==> src/rtl/game_table_writer_if.sv <==
// Tile-update command channel into game_table_writer (valid/ready, no payload buffering).
// Latency: none, this is a signal bundle only.
// Backpressure: a transfer happens on the clock edge where cmd_valid && cmd_ready.
//
// Signals:
//   cmd_valid  master->slave  command present
//   cmd_ready  slave->master  writer idle and able to take a command
//   cmd_op     2   0=PUT, 1=HLINE, 2=CLEAR, 3=reserved
//   cmd_x      6   start column
//   cmd_y      5   row
//   cmd_len    6   HLINE length in tiles
//   cmd_tile   4   tile/bitmap index to write
interface game_table_writer_if;
  logic       cmd_valid;
  logic       cmd_ready;
  logic [1:0] cmd_op;
  logic [5:0] cmd_x;
  logic [4:0] cmd_y;
  logic [5:0] cmd_len;
  logic [3:0] cmd_tile;

  modport master (
    output cmd_valid, cmd_op, cmd_x, cmd_y, cmd_len, cmd_tile,
    input  cmd_ready
  );

  modport slave (
    input  cmd_valid, cmd_op, cmd_x, cmd_y, cmd_len, cmd_tile,
    output cmd_ready
  );
endinterface

==> src/rtl/game_table_writer.sv <==
// Write-port owner of the 30x40x4-bit game table RAM: turns PUT/HLINE/CLEAR commands into RAM writes.
// Latency: first TabWe 2 edges after acceptance when already in blanking, then 1 write/cycle; cmd_ready returns 1 cycle after the last write.
// Backpressure: cmd_ready only while idle; writes are gated to vertical blanking and pause/resume across frames.
//
// Ports:
//   px_clk, rst_n        pixel clock, asynchronous active-low reset
//   RGBStr_i[25:0]       pixel stream; only the `YC line counter field is looked at
//   cmd (slave modport)  command channel, see game_table_writer_if
//   TabWAdd/TabWDat/TabWe  RAM write port (address row-major y*40+x), all registered
//   busy                 a command is in progress
//   cmd_err              one-cycle pulse when an accepted command is rejected
//
// Build option: define TABW_ANYTIME_EN to ignore blanking and write immediately (tearing accepted).

// Line-counter field of the pixel stream; the pixel-stream layout header may define it first.
`ifndef YC
`define YC 19:10
`endif

module game_table_writer #(
  parameter int TAB_WIDTH   = 40,
  parameter int TAB_HEIGHT  = 30,
  parameter int VISIBLEROWS = 480
) (
  input  logic                      px_clk,
  input  logic                      rst_n,
  input  logic [25:0]               RGBStr_i,
  game_table_writer_if.slave        cmd,
  output logic [10:0]               TabWAdd,
  output logic [3:0]                TabWDat,
  output logic                      TabWe,
  output logic                      busy,
  output logic                      cmd_err
);

  typedef enum logic [1:0] {
    OP_PUT   = 2'd0,
    OP_HLINE = 2'd1,
    OP_CLEAR = 2'd2,
    OP_RSVD  = 2'd3
  } op_e;

  typedef enum logic [1:0] {
    S_IDLE    = 2'd0,
    S_WAIT_VB = 2'd1,
    S_WRITE   = 2'd2
  } state_e;

  localparam logic [10:0] TAB_CELLS = 11'(TAB_WIDTH * TAB_HEIGHT);
  localparam logic [5:0]  TAB_W6    = 6'(TAB_WIDTH);
  localparam logic [4:0]  TAB_H5    = 5'(TAB_HEIGHT);

  state_e      state_q, state_d;
  logic        vb_q, vb_d;
  logic [10:0] wadd_q, wadd_d;
  logic [3:0]  wdat_q, wdat_d;
  logic        we_q, we_d;
  logic        err_q, err_d;

  // The latched command is kept in already-decoded form: the tile to write,
  // the next address to write and how many writes remain. That is all the
  // write sequencer needs, and it makes pause/resume trivial.
  logic [3:0]  tile_q, tile_d;
  logic [10:0] next_add_q, next_add_d;
  logic [10:0] remain_q, remain_d;

  // Blanking flag, registered from the pixel stream line counter.
`ifdef TABW_ANYTIME_EN
  assign vb_d = 1'b1;
`else
  logic [9:0] yc;
  assign yc   = RGBStr_i[`YC];
  assign vb_d = (yc >= 10'(VISIBLEROWS));
`endif

  // Decode of the command currently presented on the channel.
  op_e         in_op;
  logic        accept;
  logic        bad_cmd;
  logic [10:0] row_base;
  logic [10:0] start_add;
  logic [5:0]  room;
  logic [5:0]  hl_cnt;

  always_comb begin
    in_op     = op_e'(cmd.cmd_op);
    accept    = cmd.cmd_valid && (state_q == S_IDLE);
    bad_cmd   = (in_op == OP_RSVD) ||
                ((in_op != OP_CLEAR) &&
                 ((cmd.cmd_x >= TAB_W6) || (cmd.cmd_y >= TAB_H5)));
    // y*40 as (y<<5)+(y<<3): no multiplier on the row base.
    row_base  = (11'(cmd.cmd_y) << 5) + (11'(cmd.cmd_y) << 3);
    start_add = row_base + 11'(cmd.cmd_x);
    // Tiles left on the row from x; only meaningful once x is known in range.
    room      = TAB_W6 - cmd.cmd_x;
    hl_cnt    = (cmd.cmd_len < room) ? cmd.cmd_len : room;
  end

  // Next-state and output logic.
  always_comb begin
    state_d    = state_q;
    tile_d     = tile_q;
    next_add_d = next_add_q;
    remain_d   = remain_q;
    wadd_d     = wadd_q;
    wdat_d     = wdat_q;
    we_d       = 1'b0;
    err_d      = 1'b0;

    case (state_q)
      S_IDLE: begin
        if (accept) begin
          if (bad_cmd) begin
            // Rejected commands are consumed but never leave IDLE.
            err_d = 1'b1;
          end else begin
            state_d = S_WAIT_VB;
            tile_d  = cmd.cmd_tile;
            case (in_op)
              OP_PUT: begin
                next_add_d = start_add;
                remain_d   = 11'd1;
              end
              OP_HLINE: begin
                next_add_d = start_add;
                remain_d   = 11'(hl_cnt);
              end
              default: begin
                next_add_d = '0;
                remain_d   = TAB_CELLS;
              end
            endcase
          end
        end
      end

      S_WAIT_VB: begin
        // A zero-length HLINE arrives here with nothing to do.
        if (remain_q == '0) begin
          state_d = S_IDLE;
        end else if (vb_q) begin
          state_d = S_WRITE;
        end
      end

      S_WRITE: begin
        // The emptiness test comes first so the cycle after the last write
        // always returns to IDLE, whatever blanking does.
        if (remain_q == '0) begin
          state_d = S_IDLE;
        end else if (!vb_q) begin
          // Visible region started: park, keeping next_add/remain intact.
          state_d = S_WAIT_VB;
        end else begin
          we_d       = 1'b1;
          wadd_d     = next_add_q;
          wdat_d     = tile_q;
          next_add_d = next_add_q + 11'd1;
          remain_d   = remain_q - 11'd1;
        end
      end

      default: begin
        state_d = S_IDLE;
      end
    endcase
  end

  always_ff @(posedge px_clk or negedge rst_n) begin
    if (!rst_n) begin
      state_q    <= S_IDLE;
      vb_q       <= 1'b0;
      wadd_q     <= '0;
      wdat_q     <= '0;
      we_q       <= 1'b0;
      err_q      <= 1'b0;
      tile_q     <= '0;
      next_add_q <= '0;
      remain_q   <= '0;
    end else begin
      state_q    <= state_d;
      vb_q       <= vb_d;
      wadd_q     <= wadd_d;
      wdat_q     <= wdat_d;
      we_q       <= we_d;
      err_q      <= err_d;
      tile_q     <= tile_d;
      next_add_q <= next_add_d;
      remain_q   <= remain_d;
    end
  end

  assign cmd.cmd_ready = (state_q == S_IDLE);
  assign busy          = (state_q != S_IDLE);
  assign TabWAdd       = wadd_q;
  assign TabWDat       = wdat_q;
  assign TabWe         = we_q;
  assign cmd_err       = err_q;

endmodule
==> src/flat_wrapper.sv <==
// flat-port wrapper written by rule: the top's interface ports become plain ports
module game_table_writer_flat 
#(
  parameter int TAB_WIDTH   = 40,
  parameter int TAB_HEIGHT  = 30,
  parameter int VISIBLEROWS = 480
)
  (px_clk, rst_n, RGBStr_i, TabWAdd, TabWDat, TabWe, busy, cmd_err, cmd_cmd_valid, cmd_cmd_op, cmd_cmd_x, cmd_cmd_y, cmd_cmd_len, cmd_cmd_tile, cmd_cmd_ready);
  game_table_writer_if cmd_i ();
  input  logic px_clk;
  input  logic rst_n;
  input  logic [25:0] RGBStr_i;
  output logic [10:0] TabWAdd;
  output logic [3:0] TabWDat;
  output logic TabWe;
  output logic busy;
  output logic cmd_err;
  input wire logic [$bits(cmd_i.cmd_valid)-1:0] cmd_cmd_valid;
  input wire logic [$bits(cmd_i.cmd_op)-1:0] cmd_cmd_op;
  input wire logic [$bits(cmd_i.cmd_x)-1:0] cmd_cmd_x;
  input wire logic [$bits(cmd_i.cmd_y)-1:0] cmd_cmd_y;
  input wire logic [$bits(cmd_i.cmd_len)-1:0] cmd_cmd_len;
  input wire logic [$bits(cmd_i.cmd_tile)-1:0] cmd_cmd_tile;
  output wire logic [$bits(cmd_i.cmd_ready)-1:0] cmd_cmd_ready;
  assign cmd_i.cmd_valid = cmd_cmd_valid;
  assign cmd_i.cmd_op = cmd_cmd_op;
  assign cmd_i.cmd_x = cmd_cmd_x;
  assign cmd_i.cmd_y = cmd_cmd_y;
  assign cmd_i.cmd_len = cmd_cmd_len;
  assign cmd_i.cmd_tile = cmd_cmd_tile;
  assign cmd_cmd_ready = cmd_i.cmd_ready;
  game_table_writer #(.TAB_WIDTH(TAB_WIDTH), .TAB_HEIGHT(TAB_HEIGHT), .VISIBLEROWS(VISIBLEROWS)) u_core (.px_clk(px_clk), .rst_n(rst_n), .RGBStr_i(RGBStr_i), .cmd(cmd_i), .TabWAdd(TabWAdd), .TabWDat(TabWDat), .TabWe(TabWe), .busy(busy), .cmd_err(cmd_err));
endmodule
==> config.mk <==
export PLATFORM = sky130hd
export DESIGN_NAME = game_table_writer_flat
export DESIGN_NICKNAME = d
export VERILOG_FILES = /design/src/rtl/game_table_writer_if.sv /design/src/rtl/game_table_writer.sv /design/src/flat_wrapper.sv
export SDC_FILE = /design/constraint.sdc
export NUM_CORES = 1
export LEC_CHECK = 0
export CAP_MARGIN = 20
export CORE_UTILIZATION = 50
export DETAILED_ROUTE_END_ITERATION = 6
export PLACE_DENSITY = 0.8
export SYNTH_ARGS = -nofsm -noshare
export SYNTH_HDL_FRONTEND = slang
export SYNTH_SLANG_ARGS = --single-unit
==> constraint.sdc <==
create_clock -name px_clk -period 6.8 [get_ports px_clk]
set_clock_uncertainty 0.1 [all_clocks]
set_input_delay 0.68 -clock px_clk [delete_from_list [all_inputs] [get_ports px_clk]]
set_output_delay 0.68 -clock px_clk [all_outputs]
set_load 0.02 [all_outputs]
# Word level (Yosys, flattened, before mapping)
# Index checks and enable logic that the tools add are counted.
[word_totals]
reg_bits = 46
in_bits = 52
out_inout_bits = 19
elab_cells = 71
[op_classes]
add_sub_neg = 5
magnitude_cmp = 4
n_eq_ne = 11
mux = 26
n_bitwise = 2
reduce_logical = 14
[ops]
columns = ["cell", "n"]
rows = [
  ["two-way mux 11 bit", 9],
  ["case mux 11 bit (2 select lines)", 3],
  ["two-way mux 2 bit", 6],
  ["adder 10 x 8 -> 11 bit", 1],
  ["adder 11 x 1 -> 11 bit (second input constant)", 1],
  ["adder 11 x 6 -> 11 bit", 1],
  ["zero test 11 bit", 1],
  ["subtractor 11 x 1 -> 11 bit (second input constant)", 1],
  ["greater-or-equal comparator 10 x 9 -> 1 bit (second input constant)", 1],
  ["greater-or-equal comparator 6 bit (second input constant)", 1],
  ["< comparator 6 bit", 1],
  ["two-way mux 1 bit", 6],
  ["two-way mux 6 bit", 1],
  ["inequality test 2 bit (second input constant)", 3],
  ["case mux 2 bit (3 select lines)", 1],
  ["AND reduction 3 bit", 2],
  ["subtractor 6 bit (first input constant)", 1],
  ["greater-or-equal comparator 5 bit (second input constant)", 1],
  ["AND reduction 5 bit", 1],
  ["equality test 2 x 1 -> 1 bit (second input constant)", 2],
  ["equality test 2 bit (second input constant)", 2],
  ["zero test 2 bit", 2],
  ["inequality test 2 x 1 -> 1 bit (second input constant)", 2],
  ["AND reduction 4 bit", 1],
  ["other kinds (7)", 11],
]

# Logic depth before layout (Yosys ltp)
[depth]
depth_word = 7
mapped_depth = 11
ltp_nobuf = 10

# Worst setup path after synthesis
# No wires, ideal clock.
[synth_path]
kind = "input to register"
from = "in cmd_cmd_x[2]"
to = "reg u_core.remain_q[0]"
setup_ns = 0.126
arrival_time_ns = 2.696
required_time_ns = 6.574
path_slack_ns = 3.878
stages = 9
n_path_buf = 1
path_cell_list = "or3_1 -> a21oi_1 -> xnor2_1 -> ha_1 -> and3_1 -> a221o_1 -> buf_1 -> mux2i_1 -> a221o_1"
[synth_via]
elab_chain_len = 7
elab_cells_between_ends = 13
classes_between = "add/sub: 1; order compare: 2; eq/ne: 1; mux: 5; reduce/logical: 4"
[synth_rtl]
columns = ["item", "line", "text"]
rows = [
  ["start: declaration", "flat_wrapper.sv:20", "input wire logic [$bits(cmd_i.cmd_x)-1:0] cmd_cmd_x;"],
  ["subtractor 6 bit", "game_table_writer.sv:95", "room = TAB_W6 - cmd.cmd_x;"],
  ["< comparator 6 bit", "game_table_writer.sv:96", "hl_cnt = (cmd.cmd_len < room) ? cmd.cmd_len : room;"],
  ["two-way mux 6 bit", "game_table_writer.sv:96", ""],
  ["case mux 11 bit (2 select lines)", "game_table_writer.sv:119", "case (in_op)"],
  ["two-way mux 11 bit", "game_table_writer.sv:113", "if (bad_cmd) begin"],
  ["two-way mux 11 bit", "game_table_writer.sv:112", "if (accept) begin"],
  ["case mux 11 bit (2 select lines)", "game_table_writer.sv:110", "case (state_q)"],
  ["end signal: assignment", "game_table_writer.sv:189", "remain_q <= remain_d;"],
  ["end: declaration", "game_table_writer.sv:65", "logic [10:0] remain_q, remain_d;"],
]
# Several ways; a longest one is shown, not always the timed one. The select of a mux whose other input is x is not followed.
# A chain may end at the register's enable or synchronous reset.

# Worst setup path in the final report
[layout_path]
from = "reg u_core.remain_q[1]"
to = "reg u_core.remain_q[4]"
[layout_via]
elab_chain_len = 4
elab_cells_between_ends = 7
classes_between = "add/sub: 1; eq/ne: 1; mux: 3; reduce/logical: 2"
[layout_rtl]
columns = ["item", "line", "text"]
rows = [
  ["subtractor 11 x 1 -> 11 bit", "game_table_writer.sv:159", "remain_d = remain_q - 11'd1;"],
  ["two-way mux 11 bit", "game_table_writer.sv:151", "end else if (!vb_q) begin"],
  ["two-way mux 11 bit", "game_table_writer.sv:149", "if (remain_q == '0) begin"],
  ["case mux 11 bit (2 select lines)", "game_table_writer.sv:110", ""],
]
# Several ways; a longest one is shown, not always the timed one. The select of a mux whose other input is x is not followed.

==> reports/qor.yml <==
layout:
  nNetsFinal: 448
  drive_gt1_share_pct: 5.82
  layout_commonest_cell: "nand2_1"
  final_cell_mix: "65 x nand2_1, 48 x clkdlybuf4s50_1, 46 x dfrtp_1"
  insertedDiodeCount: 0
  area_delta_synth_final_pct: 21.5
global_route:
  grt_pass1_wl_mm: 12.2
  grt_pass1_vias: 2675
  antenna_found_initial: 0
  grt_use_total_pct: 24.7
  grt_overflow: 0
  grt_max_degree: 47
routing:
  first_pass_iters: 5
  routed_wirelength_mm: 7.12
  viasPerCell: 6.01
  ant_nets: 0
  num_vias: 2704
  drt_iter0_drc: 178
  drc: 0
  wire_per_inst_um: 15.8
clock_tree:
  clkTransAtPathRegs_ns: 0.09
  clk_latency_ns: 0.29
  ctsHoldBuffers: 0
  tritoncts: "built"
  cts_buffer_depth: 2
  cts-root-buf: "clkbuf_8"
  clkSinkCount: 46
  htreeDepth: 2
  cts_resized: 0
  post_cts_buffers: 0
  numCtsBuffers: 5
worst_setup_path:
  critPathRequiredTime_ns: 6.86
  slowest_delay_ns: 0.78
  worstSetupStartpointType: "flop"
  cp_cell_sequence: "inv_1 -> ha_1 -> or3b_2 -> o31ai_4 -> or2_1 -> inv_4 -> nor2_4 -> o221ai_1"
  endpoint_kind: "flop"
  cp_slowest_cell: "or2_1"
  cp.arrival_ns: 3.50
  path_max_fanout: 28
  critPathKind: "reg -> reg"
place:
  gp_congestion: 0.821
  io_buffers: 49
  dp_hpwl_mm: 5.07
power:
  ir_drop_v: 0.000232
  combPwrFrac_pct: 45.7
  power_mw: 1.26
  p_sw_uw: 515
  switching_share_pct: 40.9
  p_per_area_mw_per_mm2: 350
  power_leakage_nw: 1.60
  p_int_uw: 743
  seq_power_share_pct: 38.4
  power_frac_clock_pct: 15.9
timing:
  rsz0062_at_grt: "false"
  setup_viol: 0
  tns_ns: 0
  relSlewSlack_pct: 35.6
  report.final.slew_viol_count: 0
  timing.fmax_mhz: 291
  final_hold_viol_count: 0
  fin_crit_sh_pct: 50.6
  tightest_slew_ns: 0.966
  holdWs_ns: 0.0878
  fin_crit_ns: 3.44
synth:
  synth_edf_count: 0
  yosysSeqAreaShare_pct: 38.9
  ys_warn_count: 0
  yosysUniqueCellTypes: 62
  synth.avg_cell_area_um2: 8.86
  async_flop_share_pct: 100
  synthFlopType: "dfrtp_1"
  synth_area_mm2: 0.00296
  syn_inst: 334
  syn_nets: 405
  synth_seq_cells: 46
die:
  start_util_pct: 52.7
  fp.dieH_um: 78.9
  num_rows: 27
  die_w_um: 78.9
  die_area_mm2: 0.00623
  ioPinCount: 71
  core_area_mm2: 0.00561
min_path:
  hold_path_class: "in -> async"
outcome:
  status: "complete, no violations"
job:
  drv_cap: 0
==> path summary, 6_finish.rpt <==
| path | startpoint | endpoint | slack, ns | cells past startpoint |
|---|---|---|---|---|
| max in group asynchronous | rst_n | u_core.next_add_q[1]$_DFFE_PN0P_ | 6.06 | 2 |
| min in group px_clk | u_core.TabWDat[1]$_DFFE_PN0P_ | u_core.TabWDat[1]$_DFFE_PN0P_ | 0.38 | 2 |
| worst min register to register | u_core.TabWDat[1]$_DFFE_PN0P_ | u_core.TabWDat[1]$_DFFE_PN0P_ | 0.38 | 2 |
| worst min-delay path | rst_n | u_core.TabWAdd[8]$_DFFE_PN0P_ | 0.09 | 1 |
| worst max-delay path | u_core.remain_q[1]$_DFFE_PN0P_ | u_core.remain_q[4]$_DFFE_PN0P_ | 3.36 | 8 |
| worst max register to register | u_core.remain_q[1]$_DFFE_PN0P_ | u_core.remain_q[4]$_DFFE_PN0P_ | 3.36 | 8 |
==> routing by layer <==
layer  vias up  share of wire (%)  global-route usage, %
met2        99                 50                   44.2
li1       1290                  -                      -
met5         -                  0                      0
met4         0                2.7                   7.64
met3        24                5.6                   4.48
met1      1291                 42                   30.0
==> Yosys cell counts (all sizes together) (3+ instances only) <==
cell	n	area [µm²]
o2bb2ai	4	35.0
a22o	6	52.6
nor3	5	25.0
nand3	9	45.0
a221o	3	30.0
mux2i	5	50.1
dfrtp	46	1150
buf	6	40.0
o221ai	4	41.3
a21o	3	22.5
clkbuf	9	33.8
o21ai	19	98.9
a211oi	3	27.5
o32ai	3	26.3
nor2b	5	31.3
nor2	23	93.8
nand2	66	250
o22ai	5	37.5
nand4	3	18.8
ha	17	213
inv	15	58.8
xor2	4	35.0
and3	3	18.8
nor4	4	25.0
xnor2	5	43.8
or3	3	18.8
a22oi	3	22.5
nand2b	7	43.8
a21oi	16	80.1
o211ai	3	22.5
==> state kept, by name (all words and copies together), names as in the netlist <==
signal and count:
u_core.TabWe 1, u_core.TabWDat 4, u_core.tile_q 4, u_core.next_add_q 11, u_core.cmd_err 1, u_core.state_q 2
u_core.TabWAdd 11, u_core.remain_q 11, u_core.vb_q 1
==> cell type report <==
class / instances / area, µm²
fillers: 456 / 2010
multi-input cells: 258 / 1670
flip-flops and latches: 46 / 1150
repair buffers: 51 / 513
well taps: 72 / 90.1
clock buffers: 7 / 76.3
inverters: 15 / 58.8
clock inverters: 1 / 30.0
==> critical path: cells and delay by family (launching register included) <==
| kind | cells | cell delay [ns] |
|---|---|---|
| compound gates | 2 | 0.58 |
| fa+ha+maj | 1 | 0.22 |
| simple gates | 3 | 1.58 |
| flops | 1 | 0.42 |
| buf+inv | 2 | 0.41 |
==> metrics by stage <==
step	cell area [µm²]	cells	utilization (%)	setup slack [ns]
after CTS	3570	449	63.7	3.34
final	3590	450	64.1	3.36
after global placement	3470	441	61.8	3.26
after detailed placement	3470	441	61.8	3.23
after global routing	3590	450	64.1	3.06
after floorplan	2960	334	-	3.88
==> cells by family after synthesis <==
logic type | Yosys count | share of synthesized area [%]
adders and majority gates | 19 | 8.54
AOI/OAI and AO/OA | 87 | 21.4
xor gates and xnor gates | 9 | 2.66
and+or+nand+nor | 136 | 21.5
DFF | 46 | 38.9
muxes | 7 | 2.45
buffers and inverters | 30 | 4.48
==> power by group through the flow <==
stage	combinational, mW	sequential (mW)	clock, mW
after global placement	0.554	0.480	0
after global routing	0.635	0.501	0.215
final	0.574	0.483	0.200
after floorplan	0.338	0.509	0
after detailed placement	0.569	0.485	0
after CTS	0.574	0.481	0.203
No activity file was read; power rests on OpenSTA's default activity.
